==> src/rtl/efi_wheel_pkg.sv <==
// Shared types and constants for the missing-tooth crank wheel generator.
// The CRANK_WHEEL_GEN_CAM_EN option is handled in crank_wheel_gen, not here.
package efi_wheel_pkg;

   localparam int DEF_PERIOD_W = 32;
   localparam int DEF_TOOTH_W  = 16;

   localparam int MIN_TEETH  = 2;
   localparam int MIN_PERIOD = 2;

   typedef enum logic [1:0] {
      IDLE     = 2'd0,
      TOOTH_HI = 2'd1,
      TOOTH_LO = 2'd2,
      GAP      = 2'd3
   } wheel_state_t;

   // Snapshot of one revolution's wheel geometry, at the default widths.
   typedef struct packed {
      logic [DEF_TOOTH_W-1:0]  tooth_cnt;
      logic [DEF_TOOTH_W-1:0]  teeth_missing;
      logic [DEF_PERIOD_W-1:0] tooth_period;
   } wheel_cfg_t;

endpackage

==> src/rtl/wheel_period_timer.sv <==
// Up-counter shared by the HI, LO and GAP phases: start restarts the count at 0,
// done flags the last cycle of a len-cycle interval.
module wheel_period_timer
   import efi_wheel_pkg::*;
#(
   parameter int PERIOD_W = DEF_PERIOD_W
) (
   input  logic                clk,
   input  logic                rst_n,
   input  logic                start,
   input  logic [PERIOD_W-1:0] len,
   output logic                done
);

   logic [PERIOD_W-1:0] cnt_q;

   always_ff @(posedge clk or negedge rst_n) begin
      if (!rst_n) begin
         cnt_q <= '0;
      end else if (start) begin
         cnt_q <= '0;
      end else begin
         cnt_q <= cnt_q + PERIOD_W'(1);
      end
   end

   assign done = (cnt_q == len - PERIOD_W'(1));

endmodule

==> src/rtl/crank_wheel_gen.sv <==
// N-M missing-tooth crank trigger generator; config is relatched only at revolution
// boundaries. Define CRANK_WHEEL_GEN_CAM_EN to add a once-per-720-degree cam pulse.
module crank_wheel_gen
   import efi_wheel_pkg::*;
#(
   parameter int PERIOD_W = DEF_PERIOD_W,
   parameter int TOOTH_W  = DEF_TOOTH_W
) (
   input  logic                clk,
   input  logic                rst_n,
   input  logic                en,
   input  logic [TOOTH_W-1:0]  tooth_cnt,
   input  logic [TOOTH_W-1:0]  teeth_missing,
   input  logic [PERIOD_W-1:0] tooth_period,
   output logic                vr_out,
   output logic [TOOTH_W-1:0]  tooth_idx,
   output logic                rev_strobe,
   output logic                cfg_err,
   output logic                cam_out
);

   wheel_state_t        state_q, state_d;
   logic [TOOTH_W-1:0]  n_q, m_q;
   logic [PERIOD_W-1:0] p_q;
   logic [TOOTH_W-1:0]  idx_q, idx_d;
   logic [TOOTH_W-1:0]  gap_q, gap_d;
   logic                rev_q, rev_d;
   logic                err_q, err_d;
   logic                latch_cfg, boundary;
   logic                cfg_ok;
   logic                tmr_start, tmr_done;
   logic [PERIOD_W-1:0] tmr_len, hi_len, lo_len;
   logic [TOOTH_W-1:0]  last_idx, last_gap;

   // Validity is judged on the live inputs, since they are what would be latched.
   assign cfg_ok = (tooth_cnt >= TOOTH_W'(MIN_TEETH)) &&
                   (teeth_missing < tooth_cnt) &&
                   (tooth_period >= PERIOD_W'(MIN_PERIOD));

   assign last_idx = n_q - m_q - TOOTH_W'(1);
   assign last_gap = m_q - TOOTH_W'(1);
   assign hi_len   = p_q >> 1;
   assign lo_len   = p_q - hi_len;

   wheel_period_timer #(
      .PERIOD_W (PERIOD_W)
   ) u_timer (
      .clk   (clk),
      .rst_n (rst_n),
      .start (tmr_start),
      .len   (tmr_len),
      .done  (tmr_done)
   );

   always_comb begin
      state_d   = state_q;
      idx_d     = idx_q;
      gap_d     = gap_q;
      err_d     = err_q;
      rev_d     = 1'b0;
      latch_cfg = 1'b0;
      boundary  = 1'b0;
      tmr_start = 1'b0;
      tmr_len   = hi_len;
      if (!en) begin
         state_d   = IDLE;
         idx_d     = '0;
         gap_d     = '0;
         err_d     = 1'b0;
         tmr_start = 1'b1;
      end else begin
         case (state_q)
            IDLE: begin
               tmr_start = 1'b1;
               if (cfg_ok) begin
                  latch_cfg = 1'b1;
                  state_d   = TOOTH_HI;
                  idx_d     = '0;
                  rev_d     = 1'b1;
               end else begin
                  err_d = 1'b1;
               end
            end
            TOOTH_HI: begin
               tmr_len = hi_len;
               if (tmr_done) begin
                  tmr_start = 1'b1;
                  state_d   = TOOTH_LO;
               end
            end
            TOOTH_LO: begin
               tmr_len = lo_len;
               if (tmr_done) begin
                  tmr_start = 1'b1;
                  if (idx_q < last_idx) begin
                     idx_d   = idx_q + TOOTH_W'(1);
                     state_d = TOOTH_HI;
                  end else if (m_q != '0) begin
                     gap_d   = '0;
                     state_d = GAP;
                  end else begin
                     boundary = 1'b1;
                  end
               end
            end
            GAP: begin
               // The gap is M whole tooth periods, counted one period at a time.
               tmr_len = p_q;
               if (tmr_done) begin
                  tmr_start = 1'b1;
                  if (gap_q == last_gap) begin
                     boundary = 1'b1;
                  end else begin
                     gap_d = gap_q + TOOTH_W'(1);
                  end
               end
            end
            default: begin
               state_d = IDLE;
            end
         endcase
         if (boundary) begin
            idx_d = '0;
            gap_d = '0;
            if (cfg_ok) begin
               latch_cfg = 1'b1;
               state_d   = TOOTH_HI;
               rev_d     = 1'b1;
            end else begin
               state_d = IDLE;
               err_d   = 1'b1;
            end
         end
      end
   end

   always_ff @(posedge clk or negedge rst_n) begin
      if (!rst_n) begin
         state_q <= IDLE;
         idx_q   <= '0;
         gap_q   <= '0;
         n_q     <= '0;
         m_q     <= '0;
         p_q     <= '0;
         rev_q   <= 1'b0;
         err_q   <= 1'b0;
      end else begin
         state_q <= state_d;
         idx_q   <= idx_d;
         gap_q   <= gap_d;
         rev_q   <= rev_d;
         err_q   <= err_d;
         if (latch_cfg) begin
            n_q <= tooth_cnt;
            m_q <= teeth_missing;
            p_q <= tooth_period;
         end
      end
   end

   assign vr_out     = (state_q == TOOTH_HI);
   assign tooth_idx  = idx_q;
   assign rev_strobe = rev_q;
   assign cfg_err    = err_q;

`ifdef CRANK_WHEEL_GEN_CAM_EN
   logic parity_q;

   // Parity 0 marks the even revolutions, the first one after IDLE included.
   always_ff @(posedge clk or negedge rst_n) begin
      if (!rst_n) begin
         parity_q <= 1'b0;
      end else if (state_d == IDLE) begin
         parity_q <= 1'b0;
      end else if (boundary && cfg_ok) begin
         parity_q <= ~parity_q;
      end
   end

   assign cam_out = vr_out && (idx_q == '0) && !parity_q;
`else
   assign cam_out = 1'b0;
`endif

endmodule
==> config.mk <==
export PLATFORM = sky130hd
export DESIGN_NAME = crank_wheel_gen
export DESIGN_NICKNAME = d
export VERILOG_FILES = /design/src/rtl/efi_wheel_pkg.sv /design/src/rtl/wheel_period_timer.sv /design/src/rtl/crank_wheel_gen.sv
export SDC_FILE = /design/constraint.sdc
export NUM_CORES = 1
export LEC_CHECK = 0
export CORE_MARGIN = 8
export CORE_UTILIZATION = 53
export CTS_CLUSTER_DIAMETER = 100
export DETAILED_ROUTE_END_ITERATION = 16
export GPL_TIMING_DRIVEN = 0
export PLACE_DENSITY = 0.85
export SLEW_MARGIN = 20
export SYNTH_ARGS = -nofsm -noshare
export SYNTH_HDL_FRONTEND = slang
export SYNTH_SLANG_ARGS = --single-unit
==> constraint.sdc <==
create_clock -name clk -period 7.5 [get_ports clk]
set_input_delay 0.75 -clock clk [delete_from_list [all_inputs] [get_ports clk]]
set_output_delay 0.75 -clock clk [all_outputs]
set_load 0.05 [all_outputs]
# After elaboration in Yosys (flattened, before gate mapping)
# Cells that the tools add are included.
[totals]
out_inout_bits = 20
ff_bits = 132
input_bits = 67
[op_classes]
reduce_logical = 8
n_lt_le_gt_ge = 4
add_sub_neg = 8
muxes = 46
n_eq_ne = 17
[ops]
columns = ["operator", "count"]
rows = [
  ["$mux 16", 12],
  ["$mux 32", 2],
  ["$pmux 16 s2", 2],
  ["$pmux 32 s2", 1],
  ["$add 16x1->16 const B", 2],
  ["$add 32x1->32 const B", 1],
  ["$eq 32x32->1", 1],
  ["$ge 32x2->1 const B", 1],
  ["$lt 16x16->1", 2],
  ["$sub 16x1->16 const B", 2],
  ["$sub 32x1->32 const B", 1],
  ["$sub 32x31->32", 1],
  ["$ne 4x4->1 const B", 7],
  ["$mux 1", 19],
  ["$eq 16x16->1", 1],
  ["$ge 16x2->1 const B", 1],
  ["$reduce_bool 16->1", 1],
  ["$sub 16x16->16", 1],
  ["$mux 2", 7],
  ["$ne 4x1->1 const B", 2],
  ["$pmux 2 s3", 1],
  ["$reduce_and 6->1", 1],
  ["$ne 5x1->1 const B", 1],
  ["$ne 5x5->1 const B", 1],
  ["9 further kinds", 12],
]

# Depth between registers and ports, before layout
# Gate-level depths: netlist of run 1.
[logic_depth]
ltp_word = 10
ltp_mapped = 28
ltp_nobuf = 26

# By module
# From an unflattened synthesis of run 1, not the netlist that was laid out.
[hier_totals]
hier_cells = 1324
hier_area_um2 = 11781.3
[by_module_without_submodules]
columns = ["module", "instances", "area_each_um2", "cells_each", "seq_area_each_um2"]
rows = [
  ["crank_wheel_gen", 1, 9004.9, 995, 2502.4],
  ["wheel_period_timer", 1, 2776.4, 329, 800.8],
]

# Least setup slack after synthesis of run 1
# Ideal clock, no wire load.
[synth_timing]
kind = "register to register"
from = "register m_q[0]"
to = "register m_q[0]"
arrival_ns = 4.873
path_stages_with_launch = 29
setup_slack_ns = 2.502
setup_ns = 0.125
required_time_ns = 7.375
path_cell_list = "dfrtp_1 -> inv_1 -> ha_1 -> inv_1 -> fa_1 -> nor2b_1 -> o21ai_0 -> a21oi_1 -> o21ai_0 -> a21oi_1 -> o21ai_0 -> a21oi_1 -> o21ai_0 -> a21oi_1 -> o21ai_0 -> nand2b_1 -> a21o_1 -> a21oi_1 -> xor2_1 -> ha_1 -> a21o_1 -> a221oi_1 -> o31ai_1 -> nand2_1 -> nor4_2 -> o211ai_1 -> buf_6 -> buf_6 -> mux2_4"
[synth_via]
elab_chain_len = 9
elab_cells_between_ends = 15
cone_classes = "add/sub (3); order compare (1); eq/ne (1); mux (9); reduce/logical (1)"
[synth_lines]
columns = ["element", "line_no", "source"]
rows = [
  ["start, declared", "crank_wheel_gen.sv:23", "logic [TOOTH_W-1:0] n_q, m_q;"],
  ["start signal, assigned", "crank_wheel_gen.sv:155", "m_q <= teeth_missing;"],
  ["$sub 16x16->16", "crank_wheel_gen.sv:40", "assign last_idx = n_q - m_q - TOOTH_W'(1);"],
  ["$sub 16x1->16", "crank_wheel_gen.sv:40", ""],
  ["$lt 16x16->1", "crank_wheel_gen.sv:95", "if (idx_q < last_idx) begin"],
  ["$mux 1", "crank_wheel_gen.sv:95", ""],
  ["$mux 1", "crank_wheel_gen.sv:93", "if (tmr_done) begin"],
  ["$pmux 1 s2 (*)", "crank_wheel_gen.sv:72", "case (state_q)"],
  ["$mux 1 (*)", "crank_wheel_gen.sv:65", "if (!en) begin"],
  ["$mux 1 (*)", "crank_wheel_gen.sv:122", "if (boundary) begin"],
  ["$mux 1 (*)", "crank_wheel_gen.sv:65", ""],
]
# Every way passes the cells marked *; elsewhere a longest branch is shown, timed or not. The select of a mux whose other input is x is not followed.
# A chain may end at the register's enable or synchronous reset.

# Worst setup path in the final report of run 1
[layout_timing]
from = "register m_q[0]"
to = "register idx_q[12], in the netlist tooth_idx[12]"
[layout_via]
elab_chain_len = 9
elab_cells_between_ends = 20
cone_classes = "add/sub (3); order compare (1); eq/ne (5); mux (9); reduce/logical (2)"
[layout_lines]
columns = ["element", "line_no", "source"]
rows = [
  ["$sub 16x16->16", "crank_wheel_gen.sv:40", ""],
  ["$sub 16x1->16", "crank_wheel_gen.sv:40", ""],
  ["$lt 16x16->1", "crank_wheel_gen.sv:95", ""],
  ["$mux 1", "crank_wheel_gen.sv:95", ""],
  ["$mux 1", "crank_wheel_gen.sv:93", ""],
  ["$pmux 1 s2", "crank_wheel_gen.sv:72", ""],
  ["$mux 1", "crank_wheel_gen.sv:65", ""],
  ["$ne 4x1->1 (no line), or another cell as far along", "n/a", ""],
  ["$reduce_and 4->1 (no line) or $mux 16 (tied branches)", "n/a", ""],
  ["end signal, assigned", "crank_wheel_gen.sv:149", "idx_q <= idx_d;"],
  ["end, declared", "crank_wheel_gen.sv:25", "logic [TOOTH_W-1:0] idx_q, idx_d;"],
]
# Several ways; a longest one is shown, not always the timed one. The select of a mux whose other input is x is not followed.

==> results of run 1 <==
==> registers in the layout, indices dropped and copies added (netlist names), 2 cells and up <==
register and count:
u_timer.cnt_q 32, gap_q 16, m_q 16, tooth_idx 16, p_q 32, n_q 16, state_q 2
==> worst max-delay path: cells and delay by family, from the launching register on <==
kind | cells | cell delay [ns]
AO/OA/AOI/OAI | 16 | 4.08
XOR/XNOR | 1 | 0.22
adder cells (fa/ha/maj) | 3 | 0.70
buffers and inverters | 3 | 0.55
flip-flops | 1 | 0.42
AND/OR/NAND/NOR | 3 | 0.38
==> layer usage <==
metal / GRT usage / wire length, um / vias up
li1: - / - / 5674
met1: 0.2973 / 14920 / 5797
met2: 0.4374 / 18150 / 577
met3: 0.05992 / 2895 / 163
met4: 0.1346 / 1853 / 6
met5: 0 / 44 / -
==> cells by family (layout without fill, tap and decap cells) <==
logic type	count (synthesis)	in the layout
AOI/OAI and AO/OA	388	388
xor gates and xnor gates	100	100
adders and majority gates	89	89
buffers and inverters	173	291
DFF	132	132
muxes	84	84
other	1	1
and+or+nand+nor	501	501
==> synth_stat cells, types with 36 or more instances <==
cell,instances
xnor2_1,64
ha_1,87
inv_1,107
o21ai_0,63
nor2_1,119
nand3_1,46
a21oi_1,56
dfrtp_1,132
and3_1,50
mux2_4,50
nand2_1,91
xor2_1,36
==> how the worst max path moves through the flow <==
| stage | from | to | cells after the start |
|---|---|---|---|
| floorplan | m_q[0] | m_q[0] | 28 |
| global placement | rst_n | gap_q[13] | 1 |
| detailed placement | m_q[0] | tooth_idx[12] | 26 |
| CTS | m_q[0] | tooth_idx[12] | 26 |
| global route | m_q[0] | tooth_idx[12] | 26 |
| finish | m_q[0] | tooth_idx[12] | 26 |
==> through the flow <==
stage,std cells,worst slack [ns]
5_1_grt,1905,0.4662
3_3_place_gp,1872,0.2925
3_5_place_dp,1873,1.201
4_1_cts,1905,1.158
2_1_floorplan,1468,2.502
6_report,1905,1.096
==> power by group through the flow <==
stage | clock (mW) | combinational (mW) | sequential, mW
detailed placement | 0 | 3.72 | 1.17
CTS | 0.906 | 3.76 | 1.16
global placement | 0 | 3.61 | 1.16
finish | 0.906 | 3.84 | 1.16
floorplan | 0 | 2.95 | 1.08
global route | 0.936 | 4.21 | 1.19
==> cell type report <==
cell class | instances | area share
clock buffers | 19 | 0.02959
multi-input cells | 1163 | 0.5931
well taps | 319 | 0.02728
flip-flops and latches | 132 | 0.2258
inverters | 108 | 0.02771
repair buffers | 86 | 0.06038
clock inverters | 13 | 0.01189
plain buffers | 65 | 0.02420
==> metrics, run 1 <==
WP data arrival=between 6 and 7 ns; number of cells on the worst reg-to-reg path=26; Flop pwr share=0.197; grt ovf=0; dominant synthesized flop cell=dfrtp_1; synthesized area=12740 um^2; maximum vdd drop=roughly 220 uV; worst slew pin tran=about 1.1 ns; slowest cell on the critical path=a221oi_1; LEAKAGE=between 6 and 7 nW; Die Ht=approximately 170 um; cts repair resizes=0; minimum clock period=roughly 6.4 ns; number of vias per cell=6.413; Post-Syn Instances=~1500; skew final=roughly 0.0095 ns; Net count, final=roughly 1700; Net Sw Frac=0.4916; Die W=~170 um; share of cells above drive strength 1=0.1198; 1st-iter DRT viols=1237; RePlAce Congestion=approximately 0.95; post-layout util=0.6214; H-tree Lvls=4; FF+latch area=between 3000 and 4000 um^2; Multi-input gate area=8677 um^2; Post-CTS Setup Inserts=0; EDFF count, synth=0; Syn Nets=~1600; DP HPWL=28720 um; yosys warns=0; Mapped Avg Cell Area=around 8.7 um^2; commonest non-fill, non-tap cell in the layout=dfrtp_1; Cell variety after synth=100; most frequent cells in the layout=132 x dfrtp_1, 119 x nor2_1, 107 x inv_1; Placed Area=roughly 14000 um^2; MaxCap Viol Count=0; antenna viol nets, final=0; Max Slew Vio Count=0; Setup TNS=0 ns; multiplexer share of the synthesized area=0.08780; top cell type by total area after synthesis=dfrtp_1; cts bufs inserted=17; # fillers=roughly 2000; drt wl/cell=19.88 um; clock buffer depth=2; top post-synthesis cells by area=dfrtp_1 26%, ha_1 8.5%, mux2_4 5.9%; Worst setup EP type=register; Clock power frac=0.153; DIE AREA=a little under 30000 um^2; final hold violation count=0; CP dominant cell by count=o21ai_0; Worst-Skew Late Latency=around 0.44 ns; status=completed; IO Port Bufs=85; CTS tree=done; final instance area=between 10000 and 15000 um^2; std cell rows=56; fin crit share=0.8538; Max FO, Critical Path=10; core box area=between 20000 and 25000 um^2; first-pass GRT wire length=60950 um; diodes inserted=0; cts hold-fix bufs=0; max_slew headroom=0.2757; Synth top area share=0.2593; CP Launch Type=register; CP Data Required Time=~7.9 ns; routed wire length=37860 um; crit-path max cell delay=0.91 ns; TritonRoute pass-1 iters=7; Post-Synth Adder-Cell Area=0.08859; Worst Hold Class=in -> async; # IOs=a little under 90; Total GRT Usage=0.2570; xor-xnor portion of the synthesized cell area=0.06875; R2R Path Start=m_q[0]; Logic pwr share=0.650; Final Power=approximately 6 mW; Worst-path clk slew=around 0.070 ns; initial core utilization=0.5411; P_int=around 3.0 mW; root buf cell=clkbuf_16; # DRC=0; FF-to-FF End=tooth_idx[12]; area grow syn2layout=14.83%; via count of the first global-routing pass=between 10000 and 15000; pwr/cell area=around 400 nW/um^2; largest family of logic cells by synthesized area=compound AO/OA/AOI/OAI gates; Num Clock Sinks=132; flops & latches, synth=about 130; largest net degree at the start of global routing=85; initial antenna violation count=3; Finish-stage setup viols=0; Sw Pwr=2.907 mW; sequential element share of the synthesized area=0.2593; Fmax=about 0.16 GHz; Fin Hold WS=0.2010 ns; kind of critical path=reg -> reg; r2r setup slk=roughly 1.1 ns; RSZ-0062 raised after global routing=no; Via Count=12220; Post-Synth Simple-Gate Area=0.2092; Async S/R FF share, synth=1.000; compound-gate portion of the synthesized area=0.2265
No activity file was read; power rests on OpenSTA's default activity.
==> run 2: changes to the inputs <==
SLEW_MARGIN = unset   (was 20)
==> run 2 against run 1 <==
Effect of this change:
- count of clock-buffer cells in the layout up 1
- worst hold slack better by 0.041 ns
- sequential share of layout area about the same
- wire length down 0.38%
- total power down 0.40%
- critical path type unchanged
- maximum frequency down 2.0%
- die area unchanged
- critical path depth unchanged
- critical endpoint is now tooth_idx[11]
==> metrics, run 2 (same netlist as run 1, synthesis figures left out) <==
dpl cells=1873 (unchanged); Max FO, Critical Path=10 (unchanged); post-layout util=0.6207 (-0.0006380); grt ovf=0 (unchanged); Finish-stage setup viols=0 (unchanged); Worst setup EP type=register; Max Slew Vio Count=0 (unchanged); initial antenna violation count=2 (-1); Top Registers=p_q: 32 flops, u_timer.cnt_q: 32 flops; fin crit share=0.8717 (+0.01783); largest net degree at the start of global routing=85 (unchanged); DIE AREA=29250 um^2 (unchanged); minimum clock period=6.538 ns (+0.1337 ns); Final Power=5.889 mW (-0.40%); initial core utilization=0.5411 (unchanged); kind of critical path=reg -> reg; Worst-path clk slew=0.07 ns (about the same); Setup TNS=0 ns (unchanged); status=completed; Die W=171.0 um (unchanged); worst setup slack after placement=1.178 ns (-0.02330 ns); MaxCap Viol Count=0 (unchanged); drt wl/cell=19.79 um (-0.43%); commonest non-fill, non-tap cell in the layout=dfrtp_1; R2R Path Start=m_q[0]; routed wire length=37720 um (-0.38%); worst slew pin tran=1.113 ns (+0.02684 ns); Die Ht=171.0 um (unchanged); Fmax=0.1530 GHz (-2.0%); RePlAce Congestion=0.9466 (unchanged); Net count, final=1729 (unchanged); CTS tree=done; # IOs=87 (unchanged); WP data arrival=6.92 ns (+0.13 ns); crit path launch=m_q[0]; Post-CTS Setup Inserts=0 (unchanged); RSZ-0062 raised after global routing=no; H-tree Lvls=4 (unchanged); Fin Hold WS=0.2415 ns (+0.04050 ns); skew final=0.01029 ns (+0.0007883 ns); via count of the first global-routing pass=11990 (-0.92%); CP delay by family, top=compound AO/OA/AOI/OAI gates; cts bufs inserted=17 (unchanged); Worst-Skew Late Latency=0.44 ns (about the same); CP dominant cell by count=o21ai_0; IO Port Bufs=85 (unchanged); maximum vdd drop=231.6 uV (+3.2%); WP depth=26 (unchanged); root buf cell=clkbuf_16; final instance area=14610 um^2 (-0.10%); pwr/cell area=403.0 nW/um^2 (-0.30%); DP HPWL=28750 um (+0.10%); # DRC=0 (unchanged); area grow syn2layout=14.71%; crit-path max cell delay=0.93 ns (+0.02 ns); CP Data Required Time=7.88 ns (about the same); share of cells above drive strength 1=0.1198 (unchanged); number of cells on the worst reg-to-reg path=26 (unchanged); core box area=23540 um^2 (unchanged); final hold violation count=0 (unchanged); LEAKAGE=6.457 nW (about the same); std cell rows=56 (unchanged); Total GRT Usage=0.2550 (-0.002057); fin worst setup slack=0.9625 ns (-0.1337 ns); CP Launch Type=register; cts hold-fix bufs=0 (unchanged); Worst Hold Class=in -> async; most frequent cells in the layout=132 x dfrtp_1, 119 x nor2_1, 107 x inv_1; Via Count=12290 (+0.59%); FF-to-FF End=tooth_idx[11]; Placed Area=14020 um^2 (about the same); Num Clock Sinks=132 (unchanged); slowest cell on the critical path=a221oi_1; Buf/Inv on CP=3 (unchanged); cts repair resizes=0 (unchanged); first-pass GRT wire length=60440 um (-0.85%); CP endpoint=tooth_idx[11]; TritonRoute pass-1 iters=6 (-1); number of vias per cell=6.448 (+0.54%); clock buffer depth=2 (unchanged); r2r setup slk=0.96 ns (-0.13 ns); Final Non-Filler Cells=1906 (+0.052%); 1st-iter DRT viols=1279 (+3.4%); max_slew headroom=0.2578 (-0.01789); antenna viol nets, final=0 (unchanged)
[run 2: power breakdown]
part	total (mW)	switching (mW)	internal [mW]
sequential	1.17	0.271	0.897
clock	0.878	0.371	0.507
combinational	3.84	2.26	1.58
total	5.89	2.91	2.98
[run 2: worst reg2reg max path, delay by kind of cell, from the launching register on]
family                     cells  cell delay (ns)
DFF                            1             0.41
AOI/OAI and AO/OA             16             4.20
adders and majority gates      3             0.70
and+or+nand+nor                3             0.37
xor gates and xnor gates       1             0.22
buffers and inverters          3             0.54
[run 2: worst min path at each step]
stage                         end  cells past startpoint
final                     p_q[16]                      1
after global routing      p_q[24]                      1
after CTS                 p_q[16]                      1
after detailed placement  cfg_err                      1
after global placement    cfg_err                      1
after floorplan           cfg_err                      0
[run 2: final cells by class]
class                           instances  area (um^2)
Antenna cell                            1        2.502
Inverter                              108        405.4
Clock inverter                         12        146.4
Tap cell                              319        399.1
Sequential cell                       132         3303
Multi-Input combinational cell       1163         8677
Clock buffer                           20        446.7
Timing Repair Buffer                   86        879.6
Buffer                                 65        354.1
Fill cell                            1993         8929
[run 2: per-layer routing]
metal  routed length (um)  up-vias  GRT usage
met2                18000      588     0.4338
li1                     -     5684          -
met3                 2740      148    0.05646
met5                   29        -          0
met1                15150     5865     0.2971
met4                 1805        4     0.1331
==> run 3: changes to the inputs <==
CORE_ASPECT_RATIO = 1.75   (was unset)
PLACE_DENSITY = 0.88   (was 0.85)
clock period = 5.25 ns   (was 7.5 ns; I/O delays follow)
==> run 3 against run 2 <==
Effect of this change:
- the flow now finishes with violations (setup timing)
- combinational power grew 81%
- setup slack worse by 1.2 ns
- sequential power up 46%
- design area is 8.6% higher
- critical path depth is 2 higher
- sequential cell count unchanged
- utilization increased by 4.5 points
- highest routed layer is now met4
- global-route usage rose by 3.1 points
==> metrics, run 3 (same netlist as run 1, synthesis figures left out) <==
Max Slew Vio Count=0 (unchanged); Final Non-Filler Cells=1965 (+3.1%); Total GRT Usage=0.2857 (+0.03073); CTS tree=done; Finish-stage setup viols=82 (+82); crit-path max cell delay=0.38 ns (-0.55 ns); worst slew pin tran=1.035 ns (-0.07869 ns); drt wl/cell=23.15 um (+17%); status=complete, but fails checks; Sw Pwr=4.938 mW (+70%); Top Registers=p_q: 32 flops, u_timer.cnt_q: 32 flops; antenna viol nets, final=0 (unchanged); MaxCap Viol Count=0 (unchanged); root buf cell=clkbuf_16; fin crit share=1.053 (+0.1814); Max FO, Critical Path=10 (unchanged); FF+latch area=3313 um^2 (+0.30%); Die W=133.2 um (-22%); # fillers=1793 (-10%); Num Clock Sinks=132 (unchanged); Worst-path clk slew=0.07 ns (about the same); H-tree Lvls=4 (unchanged); cts hold-fix bufs=0 (unchanged); 1st-iter DRT viols=1274 (-0.39%); Worst-Skew Late Latency=0.44 ns (about the same); Worst setup EP type=register; diodes inserted=0 (-1); RePlAce Congestion=0.9925 (+4.8%); grt ovf=0 (unchanged); core box area=23840 um^2 (+1.2%); Net Sw Frac=0.4961 (+0.002617); largest net degree at the start of global routing=90 (+5.9%); std cell rows=75 (+34%); via count of the first global-routing pass=13200 (+10%); commonest non-fill, non-tap cell in the layout=dfrtp_1; share of cells above drive strength 1=0.2215 (+0.1017); slowest cell on the critical path=dfrtp_1; WP data arrival=5.85 ns (-1.07 ns); # DRC=0 (unchanged); final hold violation count=0 (unchanged); P_int=5.016 mW (+68%); dpl cells=1862 (-0.59%); Die Ht=221.1 um (+29%); failing checks=setup timing; kind of critical path=reg -> reg; CP Launch Type=register; DP HPWL=31560 um (+9.8%); Net count, final=1800 (+4.1%); most frequent cells in the layout=124 x dfrtp_1, 113 x nor2_1, 103 x inv_1; CP Data Required Time=5.57 ns (-2.31 ns); Multi-input gate area=9224 um^2 (+6.3%); fin worst setup slack=-0.2786 ns (-1.241 ns); area grow syn2layout=24.52%; IO Port Bufs=85 (unchanged); RSZ-0062 raised after global routing=yes; TritonRoute pass-1 iters=7 (+1); Fmax=0.1809 GHz (+18%); DIE AREA=29450 um^2 (+0.67%); Clock power frac=0.130 (-0.019); number of vias per cell=6.752 (+4.7%); Flop pwr share=0.172 (-0.026); minimum clock period=5.529 ns (-1.009 ns); Logic pwr share=0.698 (+0.045); LEAKAGE=6.974 nW (+8.0%); initial core utilization=0.5345 (-0.006647); # IOs=87 (unchanged); clock buffer depth=2 (unchanged); cts bufs inserted=17 (unchanged); skew final=0.01111 ns (+0.0008197 ns); Via Count=13270 (+8.0%); Worst Hold Class=in -> async; worst setup slack after placement=-1.315 ns (-2.493 ns); maximum vdd drop=428.6 uV (+85%); Fin Hold WS=0.001820 ns (-0.2397 ns); max_slew headroom=0.3039 (+0.04610); routed wire length=45500 um (+21%); pwr/cell area=627.4 nW/um^2 (+56%); initial antenna violation count=0 (-2); first-pass GRT wire length=67280 um (+11%)
==> run 3: cell types whose count changed in the layout (fill, tap and decap cells not counted), sizes merged, moves of 2 or more <==
| cell | before | now |
|---|---|---|
| buf | 34 | 107 |
| bufinv | 2 | 4 |
| clkbuf | 53 | 49 |
| clkinv | 5 | 8 |
| clkinvlp | 0 | 2 |
| inv | 113 | 108 |
==> run 3: what timing repair did <==
action                     4_1_cts  5_1_grt
pin swaps                       29       37
setup endpoints to repair      132      132
setup buffers                   28       46
gates resized for setup         71      104
hold endpoints to repair         0        0
cloned                           0        2
==> run 3: stage by stage <==
step	utilization	setup TNS, ns	instance area [um^2]	power (mW)
global route	0.6656	-56.11	15860	10.52
CTS	0.6349	0	15130	8.858
finish	0.6656	-18.07	15860	9.954
global placement	0.5864	-323.77	13980	6.924
floorplan	-	0	12740	5.756
detailed placement	0.5876	-131.23	14000	7.103
==> run 3: worst paths after layout <==
path                       depth (start not counted)            end  slack (ns)     from
setup / recovery                                  28         m_q[1]       -0.28   m_q[1]
hold / removal                                     1  tooth_idx[11]       0.002    rst_n
setup reg to reg                                  28         m_q[1]       -0.28   m_q[1]
hold reg to reg                                    1        n_q[11]        0.52  n_q[11]
max in group asynchronous                          2     state_q[0]        4.41    rst_n
min in group clk                                   1        n_q[11]        0.52  n_q[11]
==> run 3: power by group through the flow <==
stage | Combinational (mW) | Sequential, mW | Clock [mW]
after floorplan | 4.22 | 1.54 | 0
after global placement | 5.24 | 1.68 | 0
after detailed placement | 5.41 | 1.70 | 0
after CTS | 5.88 | 1.68 | 1.30
after global routing | 7.45 | 1.74 | 1.34
final | 6.95 | 1.71 | 1.29
==> run 3: critical path: cells and delay by family, from the launching register on <==
| kind | cells | cell delay, ns |
|---|---|---|
| compound gates | 15 | 2.56 |
| xor+xnor | 1 | 0.23 |
| fa+ha+maj | 2 | 0.56 |
| buf+inv | 6 | 0.94 |
| flops | 1 | 0.38 |
| mux | 1 | 0.31 |
| simple gates | 3 | 0.38 |
==> run 3: final cells by class <==
| class | count | share of cell area |
|---|---|---|
| multi-input cells | 1163 | 0.5814 |
| flip-flops and latches | 132 | 0.2088 |
| repair buffers | 162 | 0.09433 |
| clock buffers | 18 | 0.02705 |
| plain buffers | 60 | 0.02658 |
| inverters | 108 | 0.02571 |
| well taps | 308 | 0.02429 |
| clock inverters | 14 | 0.01175 |
==> run 3: layer usage <==
metal | part of all wire | GRT usage
met4 | 0.097 | 0.2599
met5 | 0 | 0
met2 | 0.51 | 0.5127
met1 | 0.33 | 0.2616
met3 | 0.067 | 0.06352
